File: src/rtl/hz_pkg.sv
// Shared types for the hazard unit: pipeline stage record, FSM state and
// the producer test used by every operand comparator.
package hz_pkg;

  localparam int unsigned REG_W = 5;

  typedef struct packed {
    logic             valid;
    logic [REG_W-1:0] rd;
    logic             reg_write;
    logic             load;
  } stage_rec_t;

  typedef enum logic {
    RUN,
    LU_STALL
  } hz_state_e;

  // x0 is hard-wired zero, so a record writing it never produces a value.
  function automatic logic produces(input stage_rec_t rec, input logic [REG_W-1:0] rs);
    return rec.valid && rec.reg_write && (rec.rd != '0) && (rec.rd == rs);
  endfunction

endpackage

File: src/rtl/hz_src_cmp.sv
// One decode source operand compared against the EX and MEM records:
// produces the three forward selects (EX wins over MEM) and a load-use flag.
module hz_src_cmp
  import hz_pkg::*;
(
  input  logic [REG_W-1:0] rs_i,
  input  logic             en_i,
  input  stage_rec_t       ex_i,
  input  stage_rec_t       mem_i,
  output logic             frwd_alu_o,
  output logic             frwd_mem_alu_o,
  output logic             frwd_mem_o,
  output logic             load_use_o
);

  logic ex_hit;
  logic mem_hit;

  always_comb begin
    ex_hit         = en_i && produces(ex_i, rs_i);
    mem_hit        = en_i && produces(mem_i, rs_i);
    frwd_alu_o     = ex_hit && !ex_i.load;
    load_use_o     = ex_hit && ex_i.load;
    frwd_mem_alu_o = !ex_hit && mem_hit && !mem_i.load;
    frwd_mem_o     = !ex_hit && mem_hit && mem_i.load;
  end

endmodule

File: src/rtl/hazard.sv
// Pipeline hazard unit: operand forwarding selects, one-cycle load-use stall,
// flush bubbles, memory-wait freeze and a load-use stall counter.
module hazard
  import hz_pkg::*;
(
  input  logic             i_clk,
  input  logic             i_rst,
  input  logic             i_id_valid,
  input  logic [REG_W-1:0] i_id_rs1,
  input  logic [REG_W-1:0] i_id_rs2,
  input  logic             i_id_use_rs1,
  input  logic             i_id_use_rs2,
  input  logic [REG_W-1:0] i_id_rd,
  input  logic             i_id_reg_write,
  input  logic             i_id_mem_read,
  input  logic             i_flush,
  input  logic             i_mem_wait,
  output logic             o_frwd_alu_op1,
  output logic             o_frwd_mem_alu_op1,
  output logic             o_frwd_mem_op1,
  output logic             o_frwd_alu_op2,
  output logic             o_frwd_mem_alu_op2,
  output logic             o_frwd_mem_op2,
  output logic             o_stall,
  output logic             o_bubble,
  output logic [31:0]      o_stall_cnt
);

  stage_rec_t ex_q, ex_d;
  stage_rec_t mem_q, mem_d;
  hz_state_e  state_q, state_d;
  logic [31:0] cnt_q, cnt_d;
  logic        post_rst_q;

  logic f1_alu, f1_mem_alu, f1_mem, lu1;
  logic f2_alu, f2_mem_alu, f2_mem, lu2;
  logic quiet, freeze, load_use, fwd_ok, stall, bubble;
  stage_rec_t dec;

  hz_src_cmp u_cmp_op1 (
    .rs_i           (i_id_rs1),
    .en_i           (i_id_valid && i_id_use_rs1),
    .ex_i           (ex_q),
    .mem_i          (mem_q),
    .frwd_alu_o     (f1_alu),
    .frwd_mem_alu_o (f1_mem_alu),
    .frwd_mem_o     (f1_mem),
    .load_use_o     (lu1)
  );

  hz_src_cmp u_cmp_op2 (
    .rs_i           (i_id_rs2),
    .en_i           (i_id_valid && i_id_use_rs2),
    .ex_i           (ex_q),
    .mem_i          (mem_q),
    .frwd_alu_o     (f2_alu),
    .frwd_mem_alu_o (f2_mem_alu),
    .frwd_mem_o     (f2_mem),
    .load_use_o     (lu2)
  );

  always_comb begin
    // Outputs stay quiet while reset is held and for one cycle afterwards.
    quiet    = i_rst || post_rst_q;
    freeze   = !quiet && i_mem_wait;
    load_use = !quiet && (lu1 || lu2) && (state_q == RUN);
    fwd_ok   = !quiet && !load_use;

    stall  = 1'b0;
    bubble = 1'b0;
    if (freeze) begin
      stall = 1'b1;
    end else if (!quiet && i_flush) begin
      bubble = 1'b1;
    end else if (load_use) begin
      stall  = 1'b1;
      bubble = 1'b1;
    end

    dec = '{valid: i_id_valid, rd: i_id_rd, reg_write: i_id_reg_write, load: i_id_mem_read};

    ex_d    = ex_q;
    mem_d   = mem_q;
    state_d = state_q;
    cnt_d   = cnt_q;
    if (!freeze) begin
      mem_d = ex_q;
      ex_d  = bubble ? stage_rec_t'('0) : dec;
      if (!quiet && i_flush) begin
        state_d = RUN;
      end else if (load_use) begin
        state_d = LU_STALL;
        cnt_d   = cnt_q + 32'd1;
      end else begin
        state_d = RUN;
      end
    end
  end

  always_ff @(posedge i_clk) begin
    if (i_rst) begin
      ex_q       <= '0;
      mem_q      <= '0;
      state_q    <= RUN;
      cnt_q      <= '0;
      post_rst_q <= 1'b1;
    end else begin
      ex_q       <= ex_d;
      mem_q      <= mem_d;
      state_q    <= state_d;
      cnt_q      <= cnt_d;
      post_rst_q <= 1'b0;
    end
  end

  assign o_frwd_alu_op1     = fwd_ok && f1_alu;
  assign o_frwd_mem_alu_op1 = fwd_ok && f1_mem_alu;
  assign o_frwd_mem_op1     = fwd_ok && f1_mem;
  assign o_frwd_alu_op2     = fwd_ok && f2_alu;
  assign o_frwd_mem_alu_op2 = fwd_ok && f2_mem_alu;
  assign o_frwd_mem_op2     = fwd_ok && f2_mem;
  assign o_stall            = stall;
  assign o_bubble           = bubble;
  assign o_stall_cnt        = cnt_q;

endmodule

File: config.mk
export PLATFORM = sky130hd
export DESIGN_NAME = hazard
export DESIGN_NICKNAME = d
export VERILOG_FILES = /design/src/rtl/hz_pkg.sv /design/src/rtl/hz_src_cmp.sv /design/src/rtl/hazard.sv
export SDC_FILE = /design/constraint.sdc
export NUM_CORES = 1
export LEC_CHECK = 0
export CAP_MARGIN = 20
export CELL_PAD_IN_SITES_DETAIL_PLACEMENT = 1
export CELL_PAD_IN_SITES_GLOBAL_PLACEMENT = 2
export CORE_UTILIZATION = 31
export CTS_BUF_LIST = sky130_fd_sc_hd__clkbuf_4
export CTS_CLUSTER_SIZE = 24
export DETAILED_ROUTE_END_ITERATION = 10
export PLACE_DENSITY_LB_ADDON = 0.1
export SYNTH_ARGS = -nofsm -noshare
export SYNTH_HDL_FRONTEND = slang
export SYNTH_SLANG_ARGS = --single-unit
File: constraint.sdc
create_clock -name i_clk -period 3 [get_ports i_clk]
set_input_delay 0.6 -clock i_clk [delete_from_list [all_inputs] [get_ports i_clk]]
set_output_delay 0.6 -clock i_clk [all_outputs]
set_load 0.05 [all_outputs]
* Word level (Yosys, flattened, before mapping) *
Cells that the tools add are included.
W data, S select, Z words.

operators by class
  bitwise operators = 3
  mux-type cells = 7
  $add $sub $neg = 1
  reduce and logical (&&, ||, !) cells = 46
  equality and inequality tests = 4

operators by type and width
  operator                 number
  $logic_and A1 B1 Y1      35
  $add A32 B1 Y32 const B  1
  $eq A5 B5 Y1             4
  $reduce_bool A5 Y1       2
  $mux W8                  1
  $logic_not A1 Y1         6
  $mux W1                  6
  $not A1 Y1               3
  $reduce_and A3 Y1        1
  $logic_or A1 B1 Y1       2

word-level totals
  output and inout bits = 40
  flip-flop bits (word level) = 50

* Longest topological paths before layout *
  word-level depth = 12
  gate-level depth with buffers = 9
  depth with buffers taken out = 7

* Cells and area by module *
Synthesis repeated with hierarchy kept, for this count alone.

unflattened totals
  cell total of the unflattened synthesis = 334
  area, all modules = 2,747.6 um2

modules (own cells, without submodules)
  module      sequential area each (um2)  cells each  times used  area an instance (um2)
  hazard      1,001.0                     284         1           2,362.3
  hz_src_cmp  0.0                         25          2           192.7

* Worst setup path after synthesis *
No wires, ideal clock.

  kind = input to output
  start = in i_id_rs2[4]
  end = out o_frwd_alu_op2
  slack = -0.979 ns
  stages on the path = 6
  arrival time = 3.379 ns
  cells stage by stage = xor2_1 -> nor4_1 -> nand3_2 -> clkbuf_1 -> or2_2 -> nor4_1

on the way
  cells in the longest elaborated chain, start to end = 10

RTL lines
  what                               RTL line          RTL
  start, declared                    hazard.sv:10      input logic [REG_W-1:0] i_id_rs2,
  $eq A5 B5 Y1 *                     hz_pkg.sv:21      return rec.valid && rec.reg_write && (rec.rd != '0) && (rec.rd == rs);
  $logic_and A1 B1 Y1 *              hz_pkg.sv:21
  $logic_and A1 B1 Y1 *              hz_src_cmp.sv:20  ex_hit = en_i && produces(ex_i, rs_i);
  $logic_and A1 B1 Y1                hz_src_cmp.sv:23  load_use_o = ex_hit && ex_i.load;
  $logic_or A1 B1 Y1                 hazard.sv:66      load_use = !quiet && (lu1 || lu2) && (state_q == RUN);
  $logic_and A1 B1 Y1 (2 in series)  hazard.sv:66
  $logic_not A1 Y1                   hazard.sv:67      fwd_ok = !quiet && !load_use;
  $logic_and A1 B1 Y1                hazard.sv:67
  $logic_and A1 B1 Y1 *              hazard.sv:119     assign o_frwd_alu_op2 = fwd_ok && f2_alu;
  end, declared                      hazard.sv:21      output logic o_frwd_alu_op2,

Mark *: on every way between the ends. The rest lies on a longest branch, timed or not.

* Final worst setup path *
  start = reg ex_q[2] (netlist name)
  end = out o_frwd_mem_op1

on the way
  cells in the longest elaborated chain, start to end = 11

RTL lines
  what                               RTL line          RTL
  start, declared                    hazard.sv:29      stage_rec_t ex_q, ex_d;
  start signal, assigned             hazard.sv:102     ex_q <= '0;
  start signal, assigned             hazard.sv:108     ex_q <= ex_d;
  $reduce_bool A5 Y1                 hz_pkg.sv:21
  $logic_and A1 B1 Y1 (2 in series)  hz_pkg.sv:21
  $logic_and A1 B1 Y1                hz_src_cmp.sv:20
  $logic_and A1 B1 Y1                hz_src_cmp.sv:23
  $logic_or A1 B1 Y1                 hazard.sv:66
  $logic_and A1 B1 Y1 (2 in series)  hazard.sv:66
  $logic_not A1 Y1                   hazard.sv:67
  $logic_and A1 B1 Y1                hazard.sv:67
  $logic_and A1 B1 Y1 *              hazard.sv:118     assign o_frwd_mem_op1 = fwd_ok && f1_mem;
  end, declared                      hazard.sv:20      output logic o_frwd_mem_op1,

Marks and branches as above.

==> impl_metrics.env <==
export IMPL_outcome="finished clean"
export IMPL_start_kind="flip-flop"
export IMPL_rr_startpoint="ex_q[2]"
export IMPL_drt_iter0_markers=50
export IMPL_syn_cell_area_um2=2810
export IMPL_worstSetupPathType="reg -> out"
export IMPL_port_buffers=63
export IMPL_final_util_pct=43.6
export IMPL_setup_viol_count_final=0
export IMPL_peakVddDrop_v=0.000182
export IMPL_nFillCells=1006
export IMPL_synth_area_per_cell_um2=9.42
export IMPL_initial_utilization_pct=32.0
export IMPL_grt_pass1_wl_um=12500
export IMPL_hold_viol=0
export IMPL_core_um2=8760
export IMPL_die_width_um=97.1
export IMPL_wl_per_cell_um=15.6
export IMPL_synth_ff_latch_count=50
export IMPL_ff2ff_setup_slack_ns=0.51
export IMPL_cts_buffers=5
export IMPL_clkTransAtPathRegs_ns=0.15
export IMPL_clkSinkCount=50
export IMPL_min_period_ns=2.89
export IMPL_area_growth_syn_to_layout_pct=36.1
export IMPL_r2r_cells=8
export IMPL_wl_um=7520
export IMPL_crit_start="ex_q[2]"
export IMPL_cellPowerDensity_nw_per_um2=326
export IMPL_finalMaxSlewViolations=0
export IMPL_r2r_end="o_stall_cnt[9]"
export IMPL_postRouteAntennaNets=0
export IMPL_gp_congestion=0.772
export IMPL_final_common_cell="dfxtp_1"
export IMPL_synth_cell_types=48
export IMPL_n_antenna_cell=0
export IMPL_io_pin_count=64
export IMPL_fmaxAchievable_ghz=0.346
export IMPL_synth_edf_count=0
export IMPL_ff_latch_area_um2=1000
export IMPL_hold_buffers=0
export IMPL_skew_ns=0.0152
export IMPL_grt_max_degree=35
export IMPL_grt_usage_pct=16.2
export IMPL_clock_insertion_delay_worst_skew_ns=0.37
export IMPL_yosys_warnings=0
export IMPL_grt_overflow_total=0
export IMPL_tightest_slew_ns=0.515
export IMPL_hpwl_um=5520
export IMPL_slew_limit_headroom_pct=65.6
export IMPL_synthFlopType="dfxtp_1"
export IMPL_clockRootBuffer="clkbuf_4"
export IMPL_syn_nets=323
export IMPL_multi_input_area_um2=1750
export IMPL_via_count=2460
export IMPL_nets=397
export IMPL_synth_seq_area_share_pct=35.7
export IMPL_syn_inst=298
export IMPL_final_cell_mix="dfxtp_1, clkdlybuf4s50_1, xnor2_1"
export IMPL_power_leakage_nw=1.23
export IMPL_hold_ws_ns=0.473
export IMPL_synthArstFlopShare_pct=0
export IMPL_drive_gt1_share_pct=18.8
export IMPL_cp_arrival_ns=2.29
export IMPL_tritoncts="yes"
export IMPL_die_area_um2=9440
export IMPL_rows=34
export IMPL_period_share_pct=96.3
export IMPL_cts_buffer_depth=2
export IMPL_viasPerCell=5.11
export IMPL_first_pass_iters=4
export IMPL_worst_path_max_fanout=5
export IMPL_hp_class="reg -> reg"
export IMPL_antenna_found_initial=0
export IMPL_h_tree_depth=2
export IMPL_fp_dieH_um=97.1
export IMPL_maxCapViolCount=0
export IMPL_cp_data_required_time_ns=2.40
export IMPL_critPathCaptureType="output port"
export IMPL_drc=0
export IMPL_grt_pass1_vias=2484
export IMPL_cp_endpoint="o_frwd_mem_op1"
==> cells by family after synthesis <==
logic type | count (synthesis) | share of synthesized area [%]
compound gates | 59 | 22.8
flops | 50 | 35.7
fa+ha+maj | 1 | 0.446
simple gates | 116 | 21.3
xor+xnor | 45 | 14.0
mux | 3 | 1.11
buf+inv | 24 | 4.64
==> synth_stat cells, drive strengths merged (3+ instances only) <==
cell type	count	area, µm²
dfxtp	50	1000
xnor2	37	324
nor2	36	151
nand2	32	120
a2111oi	16	328
nand3	12	70.1
nand4	10	62.6
a211oi	9	67.6
clkbuf	9	33.8
inv	9	33.8
o21ai	8	40.0
xor2	8	70.1
nor4	7	50.1
a21oi	6	33.8
a22o	6	52.6
buf	6	62.6
and3	4	25.0
o211ai	3	22.5
or4	3	26.3
==> what timing repair did <==
item,in CTS,in global routing
gates cloned,0,0
endpoints found under the setup margin,8,7
pin swaps,9,10
gates resized for setup,11,8
buffers inserted,1,2
==> worst max-delay path: stages, from the launching register on <==
cell and delay (ns):
dfxtp_1 0.40, or4_1 0.55, o211ai_1 0.30, or2_4 0.20, o211ai_1 0.13, nor2_1 0.16, buf_6 0.18
==> state kept, by name (all words and copies together) (netlist names) <==
name         flops
ex_q             8
mem_q            8
o_stall_cnt     32
post_rst_q       1
state_q          1
==> metrics by stage <==
step | instances | setup WS (ns) | total power [mW] | instance area [µm²] | TNS [ns]
floorplan | 298 | -0.0814 | 0.770 | 2860 | -0.118
global placement | 470 | -0.111 | 0.835 | 3670 | -0.590
detailed placement | 470 | -0.133 | 0.837 | 3670 | -0.719
CTS | 479 | 0.00111 | 1.27 | 3770 | 0
global route | 481 | -0.0252 | 1.30 | 3820 | -0.0371
finish | 481 | 0.111 | 1.24 | 3820 | 0
==> worst min-delay path by stage <==
stage,startpoint,endpoint,slack (ns),depth (start not counted)
final,state_q,state_q,0.47,2
after CTS,state_q,state_q,0.48,2
after global placement,mem_q[7],mem_q[7],0.44,2
after floorplan,mem_q[1],mem_q[1],0.42,2
after detailed placement,mem_q[1],mem_q[1],0.45,2
after global routing,state_q,state_q,0.50,2
==> area by class of cell <==
cell class | count | area share, %
Multi-Input combinational cell | 224 | 45.9
Sequential cell | 50 | 26.2
Timing Repair Buffer | 82 | 21.3
Tap cell | 108 | 3.54
Clock buffer | 7 | 1.38
Inverter | 9 | 0.884
Clock inverter | 1 | 0.786
==> layer usage <==
metal / vias to the layer above / GRT usage (%) / routed length [µm]
li1: 1217 / - / -
met1: 1197 / 20.8 / 3470
met2: 40 / 28.0 / 3750
met3: 6 / 3.02 / 237
met4: 0 / 3.44 / 67
met5: - / 0 / 0
==> power breakdown <==
| part | switching [mW] | internal, mW | total (mW) |
|---|---|---|---|
| sequential | 0.0197 | 0.677 | 0.696 |
| combinational | 0.0642 | 0.0636 | 0.128 |
| clock | 0.225 | 0.195 | 0.420 |
| total | 0.309 | 0.935 | 1.24 |
(Power assumes the default switching activity.)
==> patch: new RTL, same flow settings <==
Set the package constant `REG_W` to 10 (it was 5).
--- a/src/rtl/hz_pkg.sv
+++ b/src/rtl/hz_pkg.sv
@@ -2,7 +2,7 @@
 // the producer test used by every operand comparator.
 package hz_pkg;
 
-  localparam int unsigned REG_W = 5;
+  localparam int unsigned REG_W = 10;
 
   typedef struct packed {
     logic             valid;
Interface: changed (resized i_id_rd, i_id_rs1 and i_id_rs2); port bits go from 64 to 79. The function was not compared with the original's and may differ.
==> patch against the unedited design <==
Largest cell class unchanged. Sequential cell count rose by 10. Routed wire length rose by 62%. Largest power group unchanged. Synthesized area rose by 37%. Critical endpoint is now o_frwd_mem_alu_op2. Total power rose by 42%. Combinational power rose by 110%. Cell count rose by 47%. Final area rose by 43%. Via count rose by 47%. Critical path type is now in2out. Worst setup slack got worse by 0.058 ns.
==> patch: results (changes against the unedited design) <==
.. list-table::
   :header-rows: 1

   * - Metric
     - Value
   * - Met2 capacity usage during global routing
     - 29.27% (was 28.01%)
   * - First DRT Iteration DRCs
     - 111 (was 50)
   * - Reg-to-reg startpoint
     - ex_q[5] (was ex_q[2])
   * - Worst setup startpoint
     - i_id_rs2[7] (was ex_q[2])
   * - Final nets
     - 575 (was 397)
   * - Finished Layout Cells
     - 708 (was 481)
   * - Clock latency on the worst-skew pair
     - 0.45 ns (was 0.37 ns)
   * - Worst setup margin
     - 0.05293 ns (was 0.1111 ns)
   * - Estimated wirelength of the detail-placed design
     - 8807 um (was 5521 um)
   * - Sequential portion of the cell area
     - 22.00% (was 26.20%)
   * - Number of distinct standard cells referenced by the synthesized netlist
     - 43 (was 48)
   * - Portion of the layout cell area used by clock cells
     - 2.653% (was 2.162%)
   * - Pin count of the biggest net entering global routing
     - 68 (was 35)
   * - Synthesized instance count
     - 423 (was 298)
   * - Met3 Usage GRT
     - 3.348% (was 3.022%)
   * - Largest voltage drop on the vdd net
     - 0.1720 mV (was 0.1821 mV)
   * - Proportion of final cell area spent on non-clock buffers
     - 22.48% (was 21.32%)
   * - Number of CTS-inserted buffers
     - 9 (was 5)
   * - Detailed-route vias per instance
     - 5.107 (was 5.114)
   * - Register clock-pin slew on the reported worst setup and hold paths
     - 0.12 ns (was 0.15 ns)
   * - Leakage power summed over all cells
     - 2.018 nW (was 1.229 nW)
   * - Most common library cells after synthesis
     - dfxtp_1, nor2_1, xor2_1 (was dfxtp_1, xnor2_1, nor2_1)
   * - Wire length of the first global-routing pass
     - 19530 um (was 12460 um)
   * - Sequential-to-total area share from yosys stat
     - 31.15% (was 35.67%)
   * - Count of H-tree levels built during CTS
     - 3 (was 2)
   * - Crit path arrival time
     - 2.35 ns (was 2.29 ns)
   * - Inverters, non-clock
     - 4 (was 9)
   * - Worst setup slack after placement
     - -0.09928 ns (was -0.1327 ns)
   * - Post-synthesis net count
     - 463 (was 323)
   * - Hold Path Origin
     - i_rst (was state_q)
   * - Detail Route met2 WL
     - 5453 um (was 3749 um)
   * - Routed metal-1 wirelength
     - 6091 um (was 3465 um)
   * - Met1 usage in global routing
     - 28.28% (was 20.83%)
   * - Number of cells after detailed placement
     - 689 (was 470)
   * - Run status
     - completed (unchanged)
   * - Number of flip-flops and latches
     - 60 (was 50)
   * - Non-Clock Buffer Count
     - 127 (was 82)
   * - Share of layout cells above drive strength 1
     - 26.67% (was 18.77%)
   * - Final core utilization
     - 45.36% (was 43.59%)
   * - Worst-case clock skew
     - 0.01066 ns (was 0.01516 ns)
   * - Weighted congestion reported at the end of routability-driven placement
     - 0.8024 (was 0.7718)
   * - Setup slack on the worst flop-to-flop path
     - 0.31 ns (was 0.51 ns)
## patch: cell count changes in the layout (fill, tap and decap cells not counted), sizes merged, moves of 9 or more
cell / change
nor4: +10
dlymetal6s2s: +10
nand2b: +16
nand4: +9
nor2: +10
mux2: +30
xor2: +32
clkdlybuf4s50: +10
dfxtp: +10
a32o: +11
nor2b: +27
buf: +31
xnor2: -37
## patch: cells by family (layout without fill, tap and decap cells)
group | Yosys count | after routing | synth area share, %
AND/OR/NAND/NOR | 192 | 192 | 27.26
multiplexers | 32 | 32 | 9.312
flip-flops | 60 | 60 | 31.15
AO/OA/AOI/OAI | 68 | 68 | 19.18
buffers and inverters | 30 | 147 | 3.698
adder cells (fa/ha/maj) | 1 | 1 | 0.3244
XOR/XNOR | 40 | 40 | 9.085
## patch: power by group
group          internal (mW)  leakage (nW)  switching, mW
clock                  0.255        0.0644          0.382
sequential             0.819         0.489         0.0361
combinational          0.134          1.46          0.137
total                   1.21          2.02          0.555
## patch: repair_timing
item / 4_1_cts / 5_1_grt
setup buffers: 2 / 1
setup endpoints to repair: 7 / 8
gates resized for setup: 4 / 38
pin swaps: 4 / 13
## patch: stage by stage
stage               hold WS [ns]  setup TNS [ns]
finish                    0.4397               0
global route              0.4172        -0.07590
CTS                       0.4134               0
detailed placement        0.4584          -1.498
global placement          0.4408          -1.596
floorplan                 0.4247               0
## patch: worst max-delay path, cell delays in order
cell and delay, ns:
clkdlybuf4s50_1 0.44, buf_4 0.15, xor2_1 0.17, nor4_4 0.31, buf_4 0.15, nand3_1 0.13, nor3_2 0.21, buf_6 0.18
## patch: final timing paths
| path | cells after the start | end |
|---|---|---|
| setup / recovery | 8 | o_frwd_mem_alu_op2 |
| hold / removal | 1 | post_rst_q |
| setup reg to reg | 9 | o_stall_cnt[4] |
| hold reg to reg | 2 | mem_q[1] |
